[config.mk]
export PLATFORM = sky130hd
export DESIGN_NAME = io_responder_flat
export DESIGN_NICKNAME = d
export VERILOG_FILES = /design/src/rtl/io_responder_if.sv /design/src/rtl/io_responder.sv /design/src/flat_wrapper.sv
export SDC_FILE = /design/constraint.sdc
export NUM_CORES = 1
export LEC_CHECK = 0
export BUFFER_PORTS_ARGS = -buffer_cell sky130_fd_sc_hd__buf_4
export CAP_MARGIN = 15
export CORE_MARGIN = 1.5
export CORE_UTILIZATION = 51
export CTS_CLUSTER_DIAMETER = 50
export CTS_CLUSTER_SIZE = 24
export DETAILED_ROUTE_END_ITERATION = 10
export GPL_ROUTABILITY_DRIVEN = 0
export MAX_ROUTING_LAYER = met4
export PLACE_DENSITY = 0.84
export SYNTH_ARGS = -nofsm -noshare
export SYNTH_HDL_FRONTEND = slang
export SYNTH_SLANG_ARGS = --single-unit
[constraint.sdc]
create_clock -name clk -period 2.6 [get_ports clk]
set_clock_uncertainty 0.05 [all_clocks]
set_input_delay 0.13 -clock clk [delete_from_list [all_inputs] [get_ports clk]]
set_output_delay 0.13 -clock clk [all_outputs]
set_load 0.01 [all_outputs]
[src/rtl/io_responder_if.sv]
`default_nettype none
// ============================================================================
//  Module   : io_responder_if
//  Brief    : CPU port bus plus TX sink / RX source handshakes for io_responder.
//  Revision : 1.0
// ============================================================================
interface io_responder_if;
  logic [15:0] addr;
  logic [15:0] data;
  logic        write;
  logic [15:0] data_out;
  logic        tx_valid;
  logic [7:0]  tx_data;
  logic        tx_ready;
  logic        rx_valid;
  logic [7:0]  rx_data;

  modport master (
    output addr, data, write, tx_ready, rx_valid, rx_data,
    input  data_out, tx_valid, tx_data
  );

  modport slave (
    input  addr, data, write, tx_ready, rx_valid, rx_data,
    output data_out, tx_valid, tx_data
  );
endinterface
`default_nettype wire

[src/rtl/io_responder.sv]
`default_nettype none
// ============================================================================
//  Module   : io_responder
//  Brief    : Port-bus peripheral: TX/RX byte FIFOs, status register, timer.
//             Define IO_LOOPBACK_EN to route the TX FIFO head into the RX FIFO.
//  Revision : 1.0
// ============================================================================
module io_responder #(
  parameter int unsigned FIFO_DEPTH = 4,
  parameter logic [15:0] BASE_ADDR  = 16'h0000
) (
  input  wire logic    clk,
  input  wire logic    rst_n,
  io_responder_if.slave bus
);

  localparam int unsigned AW = $clog2(FIFO_DEPTH);
  localparam int unsigned PW = AW + 1;
  localparam logic [PW-1:0] PTR_ONE = {{AW{1'b0}}, 1'b1};
  localparam logic [15:0] A_TX   = BASE_ADDR;
  localparam logic [15:0] A_RX   = BASE_ADDR + 16'd1;
  localparam logic [15:0] A_STAT = BASE_ADDR + 16'd2;
  localparam logic [15:0] A_TMR  = BASE_ADDR + 16'd3;

  logic [7:0]    tx_mem_q [FIFO_DEPTH];
  logic [7:0]    rx_mem_q [FIFO_DEPTH];
  logic [PW-1:0] tx_wr_q, tx_wr_d, tx_rd_q, tx_rd_d;
  logic [PW-1:0] rx_wr_q, rx_wr_d, rx_rd_q, rx_rd_d;
  logic          tx_ovf_q, tx_ovf_d, rx_ovf_q, rx_ovf_d;
  logic [15:0]   timer_q, timer_d;
  logic [15:0]   data_out_q, data_out_d;

  logic tx_empty, tx_full, rx_empty, rx_full;
  logic wr_tx, wr_rx, wr_stat, wr_tmr;
  logic tx_push, tx_pop, tx_ovf_evt;
  logic rx_push, rx_pop, rx_ovf_evt;
  logic [7:0]  tx_head, rx_head, rx_in;
  logic [15:0] rd_val;

  assign tx_empty = (tx_wr_q == tx_rd_q);
  assign rx_empty = (rx_wr_q == rx_rd_q);
  // Full: same slot index, opposite wrap bit.
  assign tx_full  = (tx_wr_q[AW] != tx_rd_q[AW]) && (tx_wr_q[AW-1:0] == tx_rd_q[AW-1:0]);
  assign rx_full  = (rx_wr_q[AW] != rx_rd_q[AW]) && (rx_wr_q[AW-1:0] == rx_rd_q[AW-1:0]);

  assign tx_head = tx_mem_q[tx_rd_q[AW-1:0]];
  assign rx_head = rx_mem_q[rx_rd_q[AW-1:0]];

  assign wr_tx   = bus.write && (bus.addr == A_TX);
  assign wr_rx   = bus.write && (bus.addr == A_RX);
  assign wr_stat = bus.write && (bus.addr == A_STAT);
  assign wr_tmr  = bus.write && (bus.addr == A_TMR);

  assign tx_push    = wr_tx && !tx_full;
  assign tx_ovf_evt = wr_tx && tx_full;
  assign rx_pop     = wr_rx && !rx_empty;

`ifdef IO_LOOPBACK_EN
  assign tx_pop       = !tx_empty && !rx_full;
  assign rx_push      = tx_pop;
  assign rx_in        = tx_head;
  assign rx_ovf_evt   = 1'b0;
  assign bus.tx_valid = 1'b0;
  assign bus.tx_data  = 8'h00;
`else
  assign tx_pop       = !tx_empty && bus.tx_ready;
  assign rx_push      = bus.rx_valid && !rx_full;
  assign rx_in        = bus.rx_data;
  assign rx_ovf_evt   = bus.rx_valid && rx_full;
  assign bus.tx_valid = !tx_empty;
  // Storage is not reset, so an empty FIFO must present a clean zero.
  assign bus.tx_data  = tx_empty ? 8'h00 : tx_head;
`endif

  assign bus.data_out = data_out_q;

  always_comb begin
    rd_val = 16'h0000;
    if (bus.addr == A_RX)
      rd_val = rx_empty ? 16'h0000 : {8'h00, rx_head};
    else if (bus.addr == A_STAT)
      rd_val = {10'b0, rx_ovf_q, tx_ovf_q, rx_full, rx_empty, tx_empty, tx_full};
    else if (bus.addr == A_TMR)
      rd_val = timer_q;
  end

  always_comb begin
    tx_wr_d    = tx_push ? tx_wr_q + PTR_ONE : tx_wr_q;
    tx_rd_d    = tx_pop  ? tx_rd_q + PTR_ONE : tx_rd_q;
    rx_wr_d    = rx_push ? rx_wr_q + PTR_ONE : rx_wr_q;
    rx_rd_d    = rx_pop  ? rx_rd_q + PTR_ONE : rx_rd_q;
    // A new overflow in the same cycle as its W1C clear leaves the bit set.
    tx_ovf_d   = (tx_ovf_q && !(wr_stat && bus.data[4])) || tx_ovf_evt;
    rx_ovf_d   = (rx_ovf_q && !(wr_stat && bus.data[5])) || rx_ovf_evt;
    timer_d    = wr_tmr ? bus.data : timer_q + 16'd1;
    data_out_d = bus.write ? data_out_q : rd_val;
  end

  always_ff @(posedge clk or negedge rst_n) begin
    if (!rst_n) begin
      tx_wr_q    <= '0;
      tx_rd_q    <= '0;
      rx_wr_q    <= '0;
      rx_rd_q    <= '0;
      tx_ovf_q   <= 1'b0;
      rx_ovf_q   <= 1'b0;
      timer_q    <= 16'h0000;
      data_out_q <= 16'h0000;
    end else begin
      tx_wr_q    <= tx_wr_d;
      tx_rd_q    <= tx_rd_d;
      rx_wr_q    <= rx_wr_d;
      rx_rd_q    <= rx_rd_d;
      tx_ovf_q   <= tx_ovf_d;
      rx_ovf_q   <= rx_ovf_d;
      timer_q    <= timer_d;
      data_out_q <= data_out_d;
    end
  end

  always_ff @(posedge clk) begin
    if (tx_push)
      tx_mem_q[tx_wr_q[AW-1:0]] <= bus.data[7:0];
    if (rx_push)
      rx_mem_q[rx_wr_q[AW-1:0]] <= rx_in;
  end

endmodule
`default_nettype wire
[src/flat_wrapper.sv]
// flat-port wrapper written by rule: the top's interface ports become plain ports
module io_responder_flat 
#(
  parameter int unsigned FIFO_DEPTH = 4,
  parameter logic [15:0] BASE_ADDR  = 16'h0000
)
  (clk, rst_n, bus_addr, bus_data, bus_write, bus_tx_ready, bus_rx_valid, bus_rx_data, bus_data_out, bus_tx_valid, bus_tx_data);
  io_responder_if bus_i ();
  input  wire logic clk;
  input  wire logic rst_n;
  input wire logic [$bits(bus_i.addr)-1:0] bus_addr;
  input wire logic [$bits(bus_i.data)-1:0] bus_data;
  input wire logic [$bits(bus_i.write)-1:0] bus_write;
  input wire logic [$bits(bus_i.tx_ready)-1:0] bus_tx_ready;
  input wire logic [$bits(bus_i.rx_valid)-1:0] bus_rx_valid;
  input wire logic [$bits(bus_i.rx_data)-1:0] bus_rx_data;
  output wire logic [$bits(bus_i.data_out)-1:0] bus_data_out;
  output wire logic [$bits(bus_i.tx_valid)-1:0] bus_tx_valid;
  output wire logic [$bits(bus_i.tx_data)-1:0] bus_tx_data;
  assign bus_i.addr = bus_addr;
  assign bus_i.data = bus_data;
  assign bus_i.write = bus_write;
  assign bus_i.tx_ready = bus_tx_ready;
  assign bus_i.rx_valid = bus_rx_valid;
  assign bus_i.rx_data = bus_rx_data;
  assign bus_data_out = bus_i.data_out;
  assign bus_tx_valid = bus_i.tx_valid;
  assign bus_tx_data = bus_i.tx_data;
  io_responder #(.FIFO_DEPTH(FIFO_DEPTH), .BASE_ADDR(BASE_ADDR)) u_core (.clk(clk), .rst_n(rst_n), .bus(bus_i));
endmodule
==> impl_metrics.ini <==
[run_status]
status = finished, final reports clean

[clock_network]
post-cts-setup-buffers = 0
cts_buffer_depth = 2
ctsHoldBuffers = 24
cts_inserted_buffers = 9
clk_pin_slew_worst_paths_ns = 0.11
cts_sinks = 110
cts_resized = 0
clock_latency_ns = 0.37
cts_tree = built
htreeDepth = 3
cts-root-buf = clkbuf_8

[min_path]
hold_start = bus_rx_valid
holdPathStages = 3
hold_end = u_core.rx_ovf_q
hold_path_class = input port to flop

[sta]
min_period_ns = 2.25
max_slew_margin_pct = 60.0
drv_slew = 0
timing.fmax_mhz = 445
period_share_pct = 86.5
grt_setup_unrepaired = no
setup_tns_ns = 0
tightest_slew_ns = 0.598
finalHoldViolCount = 0
setup_viol = 0
fin_ws_ns = 0.352

[power]
ir_worst_vdd_v = 0.000511
power.density_nw_per_um2 = 682
power.total_mw = 4.17
leakage_nw = 2.44

[synth]
synth_top_family_by_area = multiplexers
synth_edf_count = 64
synthAdderAreaFrac_pct = 2.79
synth-seq-cells = 110
syn_area_per_cell_um2 = 14.9
synthArstFlopShare_pct = 41.8
synth-compound-area-share_pct = 4.67
ys.flop_type = edfxtp_1
syn-num-nets = 387
yosys_warnings = 0
yosysSeqAreaShare_pct = 62.4
synth-xor-area-share_pct = 4.98
synthSimpleGateAreaFrac_pct = 10.8
synthMuxAreaShare_pct = 12.0
synthCells = 331
synth_cell_types = 46
syn-cell-area_um2 = 4930

[floorplanning]
initial_core_util_pct = 53.1
dieHeight_um = 101
die_x_um = 101
coreArea_um2 = 9280
die-area_um2 = 10300
design.portCount = 70
rows = 35

[job]
drv_cap = 0

[global_routing]
grt.overflow.total = 0
grt_util_all_layers_pct = 21.3
grt_start_max_net_pins = 47
antenna_found_initial = 0
grt_pass1_vias = 3255
grt_pass1_wl_um = 15900

[worst_setup_path]
cp_data_required_time_ns = 2.42
cp-end-kind = output pin
crit_path_max_fanout = 11
cp_slowest_cell = dfrtp_1
cp.arrival_ns = 2.07
worstRegToRegCells = 3
crit_chain = xor2_1, nor3b_1, buf_4, nor2b_1, buf_4
crit_type = flop to output pin
cpMostUsedCell = buf_4
worstReg2RegStart = u_core.rx_wr_q[1]
ff2ff_setup_slack_ns = 0.47
worst_setup_path_start_kind = flop
cp_slowest_stage_delay_ns = 0.56
r2r_end = u_core.rx_mem_q[1][7]

[cells_and_area]
mostFrequentLayoutCells = 85 x buf_4, 64 x edfxtp_1, 46 x dfrtp_1, 24 x dlygate4sd3_1, 19 x nand3_1
fin_cells = 574
multi_input_area_um2 = 1750
num_antenna_cells = 0
layout.core_utilization_pct = 65.9
nets = 496
area_growth_syn_to_layout_pct = 24.1
fill_cells = 659
drive_gt1_share_pct = 32.1
seqCellArea_um2 = 3070
layout_commonest_cell = buf_4

[detailed_routing]
num_vias = 3128
ant_nets = 0
finalWirelength_um = 9930
drt_iter0_drc = 124
dr.pass1.iters = 4
wire_per_inst_um = 17.3
remaining_drc_errors = 0
vias_per_cell = 5.45

[place]
port-buffer-count = 69
hpwl_um = 7040
pre_cts_ws_ns = -0.0402
dpl.cell_count = 534
## metrics by stage
| stage | instance area, µm² | hold slack, ns |
|---|---|---|
| floorplan | 4930 | -0.216 |
| finish | 6120 | 0.0215 |
| global route | 6120 | 0.00340 |
| global placement | 5690 | 0.114 |
| detailed placement | 5690 | 0.115 |
| CTS | 6120 | 0.000151 |
## cell usage after synthesis, types with 9 or more instances
master	n	area [µm²]
mux2_2	10	113
inv_1	12	45.0
nand2_1	11	41.3
a31oi_1	9	56.3
xnor2_1	17	149
mux4_2	16	360
ha_1	11	138
edfxtp_1	64	1920
dfrtp_1	46	1150
nand3_1	19	95.1
xor2_1	11	96.3
## cells by family after synthesis
logic type               after synthesis
flip-flops                           110
AND/OR/NAND/NOR                       92
multiplexers                          34
AO/OA/AOI/OAI                         31
XOR/XNOR                              28
buffers and inverters                 25
adder cells (fa/ha/maj)               11
## power by group
group | leakage, nW | switching [mW] | internal [mW]
Combinational | 1.18 | 0.474 | 0.543
Clock | 0.0938 | 0.600 | 0.371
Sequential | 1.17 | 0.143 | 2.04
Total | 2.44 | 1.22 | 2.96
## critical path: cells and delay by family, from the launching register on
family | cells | cell delay (ns)
XOR/XNOR | 1 | 0.24
flip-flops | 1 | 0.56
AND/OR/NAND/NOR | 2 | 0.51
buffers and inverters | 2 | 0.40
## area by class of cell
type	instances	share of cell area, %
clock buffer	9	2.03
clock inverter	7	1.06
inverter	13	0.798
multi-input combinational	196	28.5
sequential	110	50.2
tap	129	2.64
timing repair buffer	110	14.7
## how the worst max path moves through the flow
stage,to,slack [ns],depth (start not counted),from
finish,bus_tx_data[1],0.35,5,u_core.tx_rd_q[1]
global route,bus_tx_data[5],0.13,5,u_core.tx_rd_q[1]
CTS,bus_tx_data[1],0.35,5,u_core.tx_rd_q[1]
detailed placement,u_core.tx_mem_q[0][2],-0.04,5,bus_addr[13]
global placement,u_core.tx_mem_q[0][7],0.05,5,bus_addr[13]
floorplan,u_core.tx_mem_q[3][0],0.12,4,bus_addr[3]
## registers in the layout (all words and copies together) (netlist names)
name                 count
u_core.rx_rd_q           3
u_core.tx_rd_q           3
u_core.timer_q          16
u_core.tx_wr_q           3
u_core.rx_ovf_q          1
u_core.bus.data_out     16
u_core.rx_mem_q         32
u_core.tx_ovf_q          1
u_core.tx_mem_q         32
u_core.rx_wr_q           3
## metal layers
metal	vias to the layer above	global-route usage, %	part of all wire [%]
met5	-	-	0
met4	0	8.01	2.4
met3	20	4.62	3.5
met2	81	35.7	52
met1	1553	25.4	42
li1	1474	-	-
(Power assumes the default switching activity.)
